<file path="src/rtl/instr_encoder.sv">
// RV32I instruction encoder feeding the boot loader's instruction-memory write port.
// Define ENC_RANGE_CHECK_EN to reject immediates that do not fit their format.
module instr_encoder #(
  parameter int                ADDR_W    = 32,
  parameter logic [ADDR_W-1:0] BASE_ADDR = '0,
  parameter int                MAX_WORDS = 256,
  parameter int                CNT_W     = 9
) (
  input  logic              clk,
  input  logic              reset,
  input  logic              clr,
  input  logic              in_valid,
  output logic              in_ready,
  input  logic [2:0]        in_fmt,
  input  logic [6:0]        in_op,
  input  logic [2:0]        in_funct3,
  input  logic [6:0]        in_funct7,
  input  logic [4:0]        in_rd,
  input  logic [4:0]        in_rs1,
  input  logic [4:0]        in_rs2,
  input  logic [31:0]       in_imm,
  output logic              mem_we,
  output logic [ADDR_W-1:0] mem_addr,
  output logic [31:0]       mem_wdata,
  input  logic              mem_ack,
  output logic [CNT_W-1:0]  count,
  output logic              full,
  output logic              err
);

  localparam logic [1:0] S_IDLE = 2'd0;
  localparam logic [1:0] S_ENC  = 2'd1;
  localparam logic [1:0] S_WR   = 2'd2;

  localparam logic [2:0] F_I = 3'd0;
  localparam logic [2:0] F_S = 3'd1;
  localparam logic [2:0] F_B = 3'd2;
  localparam logic [2:0] F_J = 3'd3;
  localparam logic [2:0] F_U = 3'd4;

  localparam logic [6:0] OP_R = 7'b0110011;

  typedef struct packed {
    logic [2:0]  fmt;
    logic [6:0]  op;
    logic [2:0]  f3;
    logic [6:0]  f7;
    logic [4:0]  rd;
    logic [4:0]  rs1;
    logic [4:0]  rs2;
    logic [31:0] imm;
  } fields_t;

  logic [1:0]        state_q, state_d;
  fields_t           fld_q, fld_d;
  logic              mem_we_q, mem_we_d;
  logic [ADDR_W-1:0] addr_q, addr_d;
  logic [31:0]       wdata_q, wdata_d;
  logic [CNT_W-1:0]  count_q, count_d;
  logic              err_q, err_d;

  logic [31:0] word;
  logic        legal;
  logic        range_ok;

  always_comb begin
    word  = '0;
    legal = 1'b1;
    case (fld_q.fmt)
      F_I: word = (fld_q.op == OP_R)
                ? {fld_q.f7, fld_q.rs2, fld_q.rs1, fld_q.f3, fld_q.rd, fld_q.op}
                : {fld_q.imm[11:0], fld_q.rs1, fld_q.f3, fld_q.rd, fld_q.op};
      F_S: word = {fld_q.imm[11:5], fld_q.rs2, fld_q.rs1, fld_q.f3, fld_q.imm[4:0], fld_q.op};
      F_B: word = {fld_q.imm[12], fld_q.imm[10:5], fld_q.rs2, fld_q.rs1, fld_q.f3,
                   fld_q.imm[4:1], fld_q.imm[11], fld_q.op};
      F_J: word = {fld_q.imm[20], fld_q.imm[10:1], fld_q.imm[11], fld_q.imm[19:12],
                   fld_q.rd, fld_q.op};
      F_U: word = {fld_q.imm[31:12], fld_q.rd, fld_q.op};
      default: legal = 1'b0;
    endcase
  end

`ifdef ENC_RANGE_CHECK_EN
  // A signed value fits in N bits when every bit above N-1 matches the sign bit.
  always_comb begin
    range_ok = 1'b1;
    case (fld_q.fmt)
      F_I: if (fld_q.op != OP_R) range_ok = (fld_q.imm[31:11] == {21{fld_q.imm[11]}});
      F_S: range_ok = (fld_q.imm[31:11] == {21{fld_q.imm[11]}});
      F_B: range_ok = (fld_q.imm[31:12] == {20{fld_q.imm[12]}}) && !fld_q.imm[0];
      F_J: range_ok = (fld_q.imm[31:20] == {12{fld_q.imm[20]}}) && !fld_q.imm[0];
      F_U: range_ok = (fld_q.imm[11:0] == 12'd0);
      default: range_ok = 1'b1;
    endcase
  end
`else
  assign range_ok = 1'b1;
`endif

  assign full     = (count_q == CNT_W'(MAX_WORDS));
  assign in_ready = (state_q == S_IDLE) && !full;

  always_comb begin
    state_d  = state_q;
    fld_d    = fld_q;
    mem_we_d = mem_we_q;
    addr_d   = addr_q;
    wdata_d  = wdata_q;
    count_d  = count_q;
    err_d    = err_q;
    if (clr) begin
      // Abort wins over everything, including an ack landing this cycle.
      state_d  = S_IDLE;
      mem_we_d = 1'b0;
      addr_d   = BASE_ADDR;
      count_d  = '0;
      err_d    = 1'b0;
    end else begin
      case (state_q)
        S_IDLE: if (in_valid && in_ready) begin
          fld_d   = '{fmt: in_fmt, op: in_op, f3: in_funct3, f7: in_funct7,
                      rd: in_rd, rs1: in_rs1, rs2: in_rs2, imm: in_imm};
          state_d = S_ENC;
        end
        S_ENC: if (!legal || !range_ok) begin
          err_d   = 1'b1;
          state_d = S_IDLE;
        end else begin
          wdata_d  = word;
          mem_we_d = 1'b1;
          state_d  = S_WR;
        end
        S_WR: if (mem_ack) begin
          mem_we_d = 1'b0;
          addr_d   = addr_q + ADDR_W'(4);
          count_d  = count_q + CNT_W'(1);
          state_d  = S_IDLE;
        end
        default: state_d = S_IDLE;
      endcase
    end
  end

  always_ff @(posedge clk or posedge reset) begin
    if (reset) begin
      state_q  <= S_IDLE;
      fld_q    <= '0;
      mem_we_q <= 1'b0;
      addr_q   <= BASE_ADDR;
      wdata_q  <= '0;
      count_q  <= '0;
      err_q    <= 1'b0;
    end else begin
      state_q  <= state_d;
      fld_q    <= fld_d;
      mem_we_q <= mem_we_d;
      addr_q   <= addr_d;
      wdata_q  <= wdata_d;
      count_q  <= count_d;
      err_q    <= err_d;
    end
  end

  assign mem_we    = mem_we_q;
  assign mem_addr  = addr_q;
  assign mem_wdata = wdata_q;
  assign count     = count_q;
  assign err       = err_q;

endmodule

</file>
<file path="config.mk">
export PLATFORM = sky130hd
export DESIGN_NAME = instr_encoder
export DESIGN_NICKNAME = d
export VERILOG_FILES = /design/src/rtl/instr_encoder.sv
export SDC_FILE = /design/constraint.sdc
export NUM_CORES = 1
export LEC_CHECK = 0
export ABC_AREA = 0
export BUFFER_PORTS_ARGS = -buffer_cell sky130_fd_sc_hd__buf_2
export CAP_MARGIN = 20
export CORE_ASPECT_RATIO = 1.25
export CORE_UTILIZATION = 45
export DETAILED_ROUTE_END_ITERATION = 10
export PLACE_DENSITY = 0.71
export SLEW_MARGIN = 20
export SYNTH_ARGS = -nofsm -noshare
export SYNTH_HDL_FRONTEND = slang
export SYNTH_SLANG_ARGS = --single-unit
</file>
<file path="constraint.sdc">
create_clock -name clk -period 12.94 [get_ports clk]
set_input_delay 3.235 -clock clk [delete_from_list [all_inputs] [get_ports clk]]
set_output_delay 3.235 -clock clk [all_outputs]
set_load 0.05 [all_outputs]
</file>
==> impl_metrics.ini, run 1 <==
[outcome]
status = finished clean

[floorplanning]
num_rows = 48
fp.coreArea_um2 = 13900
chipHeight_um = 136
initial_core_util_pct = 46.4
io_pins = 149
die-area_um2 = 14900
die_w_um = 109

[clock_tree]
cts_buffers = 17
h-tree-depth = 4
clock_path_buffers = 2
post_cts_resized = 0
worstSkewPairLatency_ns = 0.42
cts_root_buffer = clkbuf_16
cts_hold_buffers = 0
clkSlewWorstSetupHoldPaths_ns = 0.06
cts_tree = built
numClockSinks = 142
cts_setup_buffers = 0

[finish]
final_cell_area_um2 = 7940
fillCellCount = 1195
fin_nets = 779
antenna_cells = 0
syn2layout_area_growth_pct = 22.9
drive_gt1_share_pct = 36.3

[synthesis]
synth.distinct_cells = 48
synthTopCellsByCount = 142 x dfrtp_1, 64 x nor2_1, 49 x mux2_2
synthArstFlopShare_pct = 100
synth_largest_area_cell = dfrtp_1
synth_most_common_cell = dfrtp_1
yosysWarnings = 0
syn_area_um2 = 6470
synth_top_family_by_area = simple AND/OR/NAND/NOR gates
netlist_instances = 569
synth_ff_type = dfrtp_1
synth.mux.area_fraction_pct = 13.3
syn_area_per_cell_um2 = 11.4
netlist.area_leader.share_pct = 55.0
ys_seq_area_share_pct = 55.0
synth_enable_flop_cells = 0
synth_fa_ha_area_share_pct = 0.580
synthTopCellsByArea = dfrtp_1 55%, mux2_2 8.5%, mux2_4 4.4%
synth_compound_area_share_pct = 9.91
synthXorXnorAreaFrac_pct = 2.44
synth_seq_cells = 142
synthSimpleGateAreaFrac_pct = 15.8

[drt]
wl_met1_mm = 6.55
routed_wl_mm = 15.5
ant_nets = 0
first_pass_iters = 5
topRoutingLayerUsed = met4
wl_met3_um = 971
wl_per_cell_um = 17.4
drc = 0
vias = 4962
routed_via_density = 5.56
route.met2.wl_mm = 7.88
drt-initial-drc-count = 304

[power]
irDropWorstVdd_uv = 174
p_leak_nw = 3.62
power.density_nw_per_um2 = 193
finalPower_mw = 1.53

[global_route]
overflow = 0
groute.usage.overall_pct = 21.6
grt_pass1_wl_mm = 24.6
antenna_found_initial = 1
grt_max_degree = 75
grt_pass1_vias = 4907

[worst_setup_path]
r2r_start = state_q[0]
worstSetupEndpointType = output port
reg2reg_to = mem_addr[28]
crit_required_ns = 9.70
reg2reg_depth = 4
startpoint_type = register
path_max_fanout = 7
arrival_ns = 2.08
critical_path_class = register to output port
rrSetupSlack_ns = 10.27

[timing]
hold_viol_final = 0
relSlewSlack_pct = 33.2
period_share_pct = 41.1
worstMarginPinSlew_ns = 1.00
drv_slew = 0
period_minus_slack_ns = 5.31
fin_setup_tns_ns = 0
max_freq_ghz = 0.188
finalSetupViolations = 0
rsz0062_at_grt = no
worst_slack_ns = 7.63
fin_skew_ns = 0.0153

[min_path]
hold_path_depth = 2
hp-class = register to register
hold_end = mem_wdata[1]
min_from = mem_wdata[1]

[place]
gp_congestion = 0.824
hpwlAfterDp_mm = 10.3
placed_cell_area_um2 = 7310
pre_cts_ws_ns = 7.20
port_buffers = 146

[job]
maxCapViolCount = 0
-- sequential cells by signal (all words and copies together) (netlist names) --
signal	flops
count	9
err	1
fld_q	67
mem_addr	30
mem_wdata	32
mem_we	1
state_q	2
-- final cells by class --
class | count | area [µm²] | area share [%]
flip-flops and latches | 142 | 3550 | 44.7
clock inverters | 13 | 165 | 2.08
inverters | 6 | 27.5 | 0.347
clock buffers | 19 | 453 | 5.70
well taps | 175 | 219 | 2.76
repair buffers | 151 | 768 | 9.67
multi-input cells | 386 | 2760 | 34.7
-- worst max-delay path, cell delays in order (launching register included) --
cell and delay (ns):
dfrtp_1 0.45, or4_4 0.58, nor4_4 0.29, nor3_1 0.12, buf_2 0.23
-- worst max path at each step --
stage,startpoint,endpoint
2_1_floorplan,reset,count[0]
3_3_place_gp,mem_ack,mem_addr[28]
3_5_place_dp,mem_ack,mem_addr[28]
4_1_cts,count[2],full
5_1_grt,count[2],in_ready
6_report,count[2],in_ready
-- cell families (layout without fill, tap and decap cells) --
group / count (synthesis) / after routing
flops: 142 / 142
other cells: 1 / 2
buf+inv: 42 / 189
compound gates: 98 / 98
simple gates: 195 / 195
fa+ha+maj: 3 / 3
xor+xnor: 18 / 18
mux: 70 / 70
-- per-stage QoR --
stage | hold WS (ns) | utilization, % | instances
2_1_floorplan | 0.448 | - | 570
3_3_place_gp | 0.455 | 52.5 | 860
3_5_place_dp | 0.466 | 52.5 | 860
4_1_cts | 0.481 | 56.9 | 892
5_1_grt | 0.512 | 57.0 | 892
6_report | 0.472 | 57.0 | 892
-- metal layers --
layer | GRT usage, % | vias to the layer above
met5 | 0 | -
met4 | 6.67 | 0
met3 | 6.81 | 7
met2 | 35.1 | 146
met1 | 27.4 | 2471
li1 | - | 2338
-- power breakdown --
group	internal, mW	switching (mW)
sequential	0.539	0.0674
combinational	0.127	0.290
clock	0.313	0.194
total	0.979	0.551
-- layout by cell type, fill, tap and decap left out, types with 10 or more instances in the layout --
master and n:
nand4_1 14, or4_1 15, o21ai_0 12, dfrtp_1 142
a21oi_1 35, xor2_1 15, a221oi_1 21, mux2_4 19
nor2_1 64, nand3_1 10, o31ai_1 15, clkbuf_16 17
buf_2 146, nand2_1 45, mux2_2 49
(Power assumes the default switching activity.)
==> run 2: changes to the inputs <==
--- a/config.mk
+++ b/config.mk
@@ -11,7 +11,7 @@
 export CORE_ASPECT_RATIO = 1.25
 export CORE_UTILIZATION = 45
 export DETAILED_ROUTE_END_ITERATION = 10
-export PLACE_DENSITY = 0.71
+export PLACE_DENSITY = 0.73
 export SLEW_MARGIN = 20
 export SYNTH_ARGS = -nofsm -noshare
 export SYNTH_HDL_FRONTEND = slang
==> constraint.sdc (replaced) <==
create_clock -name clk -period 4.65 [get_ports clk]
set_input_delay 1.1625 -clock clk [delete_from_list [all_inputs] [get_ports clk]]
set_output_delay 1.1625 -clock clk [all_outputs]
set_load 0.05 [all_outputs]
==> impl_metrics.ini, run 2 (synthesized netlist as in run 1, its figures left out) <==
[outcome]
status = finished clean

[timing]
period_minus_slack_ns = 3.27
finalSetupViolations = 0
period_share_pct = 70.4
fin_skew_ns = 0.00655
worst_slack_ns = 1.38
rsz0062_at_grt = no
worstMarginPinSlew_ns = 0.993
hold_viol_final = 0
fin_setup_tns_ns = 0
drv_slew = 0
max_freq_ghz = 0.306
relSlewSlack_pct = 33.8

[floorplanning]
fp.coreArea_um2 = 13900
die-area_um2 = 14900
num_rows = 48
initial_core_util_pct = 46.4
io_pins = 149
chipHeight_um = 136
die_w_um = 109

[drt]
wl_met1_mm = 6.42
wl_met3_um = 897
first_pass_iters = 5
ant_nets = 0
drt-initial-drc-count = 344
routed_via_density = 5.59
routed_wl_mm = 15.4
route.met2.wl_mm = 7.96
wl_per_cell_um = 17.3
vias = 4991
drc = 0
topRoutingLayerUsed = met4

[job]
maxCapViolCount = 0

[global_route]
antenna_found_initial = 1
grt_max_degree = 94
grt_pass1_wl_mm = 24.8
overflow = 0
grt_pass1_vias = 4941
groute.usage.overall_pct = 22.0

[clock_tree]
cts_setup_buffers = 0
worstSkewPairLatency_ns = 0.41
clkSlewWorstSetupHoldPaths_ns = 0.06
cts_buffers = 17
h-tree-depth = 4
cts_hold_buffers = 0
numClockSinks = 142
cts_tree = built
clock_path_buffers = 2
cts_root_buffer = clkbuf_16
post_cts_resized = 0

[power]
power.density_nw_per_um2 = 524
p_leak_nw = 3.63
irDropWorstVdd_uv = 485

[place]
hpwlAfterDp_mm = 10.4
gp_congestion = 0.825
placed_cell_area_um2 = 7340
port_buffers = 146
pre_cts_ws_ns = 1.41

[finish]
final_common_cell = buf_2
syn2layout_area_growth_pct = 22.6
drive_gt1_share_pct = 36.3
final_cell_mix = 146 x buf_2, 142 x dfrtp_1, 64 x nor2_1
fin_nets = 781
fillCellCount = 1190
largest_reg_flops = 67
regMostFlops = fld_q
final_cell_area_um2 = 7930

[worst_setup_path]
arrival_ns = 2.11
rrSetupSlack_ns = 2.13
worstSetupEndpointType = output port
startpoint_type = register
critical_path_class = register to output port
crit_required_ns = 3.49
path_max_fanout = 7

[min_path]
hp-class = register to register
-- run 2: cell types whose count changed in the layout (fill, tap and decap cells not counted) --
cell        change
buf_12          +1
buf_4           +1
bufinv_16       -1
clkinv_2        +3
clkinv_4        -1
clkinvlp_4      -2
diode_2         +1
inv_6           -1
-- run 2: final cells by class --
class	count	area (µm²)	share of cell area (%)
flip-flops and latches	142	3550	44.8
diodes	1	2.50	0.0316
well taps	175	219	2.76
clock inverters	11	119	1.50
repair buffers	153	796	10.0
inverters	6	26.3	0.331
multi-input cells	386	2760	34.8
clock buffers	19	453	5.71
-- run 2: routing by layer --
metal	vias up	GRT usage, %
met2	162	36.6
li1	2339	-
met1	2474	26.9
met3	16	6.09
met5	-	0
met4	0	8.52
-- run 2: worst paths after layout --
check,end,depth (start not counted),from
setup / recovery,full,3,count[2]
hold / removal,mem_wdata[0],2,mem_wdata[0]
setup reg to reg,fld_q[7],7,count[0]
hold reg to reg,mem_wdata[0],2,mem_wdata[0]
max in group asynchronous,fld_q[3],3,reset
min in group asynchronous,mem_addr[31],2,reset
-- run 2: where the power goes --
part           switching (mW)  internal (mW)
combinational           0.804          0.356
sequential              0.188           1.50
clock                   0.500          0.807
total                    1.49           2.66
-- run 2: stage by stage --
stage / hold slack, ns / cells / utilization [%] / power (mW)
2_1_floorplan: 0.448 / 570 / - / 2.55
3_3_place_gp: 0.459 / 862 / 52.7 / 2.84
3_5_place_dp: 0.459 / 862 / 52.7 / 2.87
4_1_cts: 0.476 / 892 / 56.8 / 4.20
5_1_grt: 0.493 / 892 / 56.9 / 4.35
6_report: 0.468 / 893 / 56.9 / 4.15
-- run 2: worst max-delay path, stage by stage (launching register included) --
cell     delay (ns)
dfrtp_1        0.45
or4_4          0.58
nor4_4         0.32
buf_2          0.34
==> run 3: changes to the inputs <==
--- a/config.mk
+++ b/config.mk
@@ -11,7 +11,7 @@
 export CORE_ASPECT_RATIO = 1.25
 export CORE_UTILIZATION = 45
 export DETAILED_ROUTE_END_ITERATION = 10
-export PLACE_DENSITY = 0.73
+export PLACE_DENSITY = 0.71
 export SLEW_MARGIN = 20
 export SYNTH_ARGS = -nofsm -noshare
 export SYNTH_HDL_FRONTEND = slang
==> constraint.sdc (replaced) <==
create_clock -name clk -period 3.1 [get_ports clk]
set_input_delay 0.775 -clock clk [delete_from_list [all_inputs] [get_ports clk]]
set_output_delay 0.775 -clock clk [all_outputs]
set_load 0.05 [all_outputs]
==> impl_metrics.ini, run 3 (synthesized netlist as in run 1, its figures left out) <==
[clock_tree]
cts_buffers = 17
cts_tree = built
h-tree-depth = 4
cts_setup_buffers = 0
cts_root_buffer = clkbuf_16
clkSlewWorstSetupHoldPaths_ns = 0.06
numClockSinks = 142
worstSkewPairLatency_ns = 0.41
clock_path_buffers = 2
post_cts_resized = 0
cts_hold_buffers = 0

[timing]
period_minus_slack_ns = 2.83
worstMarginPinSlew_ns = 0.914
rsz0062_at_grt = no
relSlewSlack_pct = 38.8
fin_skew_ns = 0.00761
finalSetupViolations = 0
hold_viol_final = 0
fin_setup_tns_ns = 0
period_share_pct = 91.4
max_freq_ghz = 0.353
drv_slew = 0

[worst_setup_path]
worstSetupEndpointType = output port
crit_buf_inv = 1
crit_required_ns = 2.32
reg2reg_depth = 4
cp_top_family = simple AND/OR/NAND/NOR gates
reg2reg_to = mem_addr[27]
path_cells = or4_4, nor4_4, buf_2
path_max_fanout = 7
rrSetupSlack_ns = 0.79
critical_path_class = register to output port
slowest_stage = or4_4
startpoint_type = register
arrival_ns = 2.06
startpoint = count[2]
slowest_delay_ns = 0.57
r2r_start = mem_addr[4]

[global_route]
grt_pass1_vias = 5054
grt_max_degree = 143
grt_pass1_wl_mm = 25.0
groute.usage.overall_pct = 22.0
antenna_found_initial = 1
overflow = 0

[floorplanning]
num_rows = 48
initial_core_util_pct = 46.4
fp.coreArea_um2 = 13900
io_pins = 149
die-area_um2 = 14900
chipHeight_um = 136
die_w_um = 109

[drt]
routed_wl_mm = 15.6
vias = 5028
drc = 0
wl_per_cell_um = 17.4
drt-initial-drc-count = 223
ant_nets = 0
first_pass_iters = 5
routed_via_density = 5.62

[outcome]
status = finished clean

[place]
hpwlAfterDp_mm = 10.4
gp_congestion = 0.826
dp.cells = 863
port_buffers = 146

[finish]
instances_no_fill = 895
regMostFlops = fld_q
syn2layout_area_growth_pct = 23.5
antenna_cells = 0
multi_input_area_um2 = 2750
largest_reg_flops = 67
drive_gt1_share_pct = 36.3
fin_nets = 782
final_cell_mix = 146 x buf_2, 142 x dfrtp_1, 64 x nor2_1
regArea_um2 = 3550
final_common_cell = buf_2
fillCellCount = 1200

[min_path]
min_from = mem_wdata[7]
hp-class = register to register
hold_path_depth = 2
hold_end = mem_wdata[7]

[power]
irDropWorstVdd_uv = 494
power.density_nw_per_um2 = 801
p_leak_nw = 3.67

[job]
maxCapViolCount = 0
-- run 3: worst reg2reg max path, delay by kind of cell (launching register included) --
| family | cells | cell delay (ns) |
|---|---|---|
| compound gates | 1 | 0.18 |
| simple gates | 3 | 1.62 |
| flops | 1 | 0.43 |
-- run 3: through the flow --
step	area, µm²	setup slack [ns]	utilization [%]	total power [mW]	hold slack, ns
global placement	7360	0.704	52.8	4.26	0.457
floorplan	6470	0.0284	-	3.83	0.448
detailed placement	7360	0.690	52.8	4.31	0.456
CTS	7990	0.247	57.3	6.48	0.479
global route	7990	0.215	57.3	6.69	0.503
finish	7990	0.265	57.3	6.40	0.475
-- run 3: how the worst max path moves through the flow --
stage,to,slack [ns],cells after the start
floorplan,in_ready,0.03,5
global placement,full,0.70,3
detailed placement,full,0.69,3
CTS,full,0.25,3
global route,full,0.22,3
finish,full,0.27,3
-- run 3: area by class of cell --
cell class                      count  share of cell area [%]
Clock buffer                       21                    5.77
Clock inverter                     11                    2.05
Inverter                            6                   0.329
Multi-Input combinational cell    386                    34.4
Sequential cell                   142                    44.5
Tap cell                          175                    2.74
Timing Repair Buffer              154                    10.2
-- run 3: where the power goes --
part	internal [mW]	leakage, nW	switching, mW	total [mW]
Sequential	2.25	1.76	0.277	2.53
Clock	1.38	0.303	0.749	2.13
Combinational	0.536	1.60	1.20	1.74
Total	4.17	3.67	2.23	6.40
-- run 3: metal layers --
metal / vias up / wire (µm) / global-route usage (%) / part of all wire (%)
met5: - / 0 / 0 / 0
li1: 2330 / - / - / -
met4: 0 / 218 / 7.93 / 1.4
met3: 18 / 974 / 6.33 / 6.2
met1: 2521 / 6420 / 26.9 / 41
met2: 159 / 7990 / 36.8 / 51
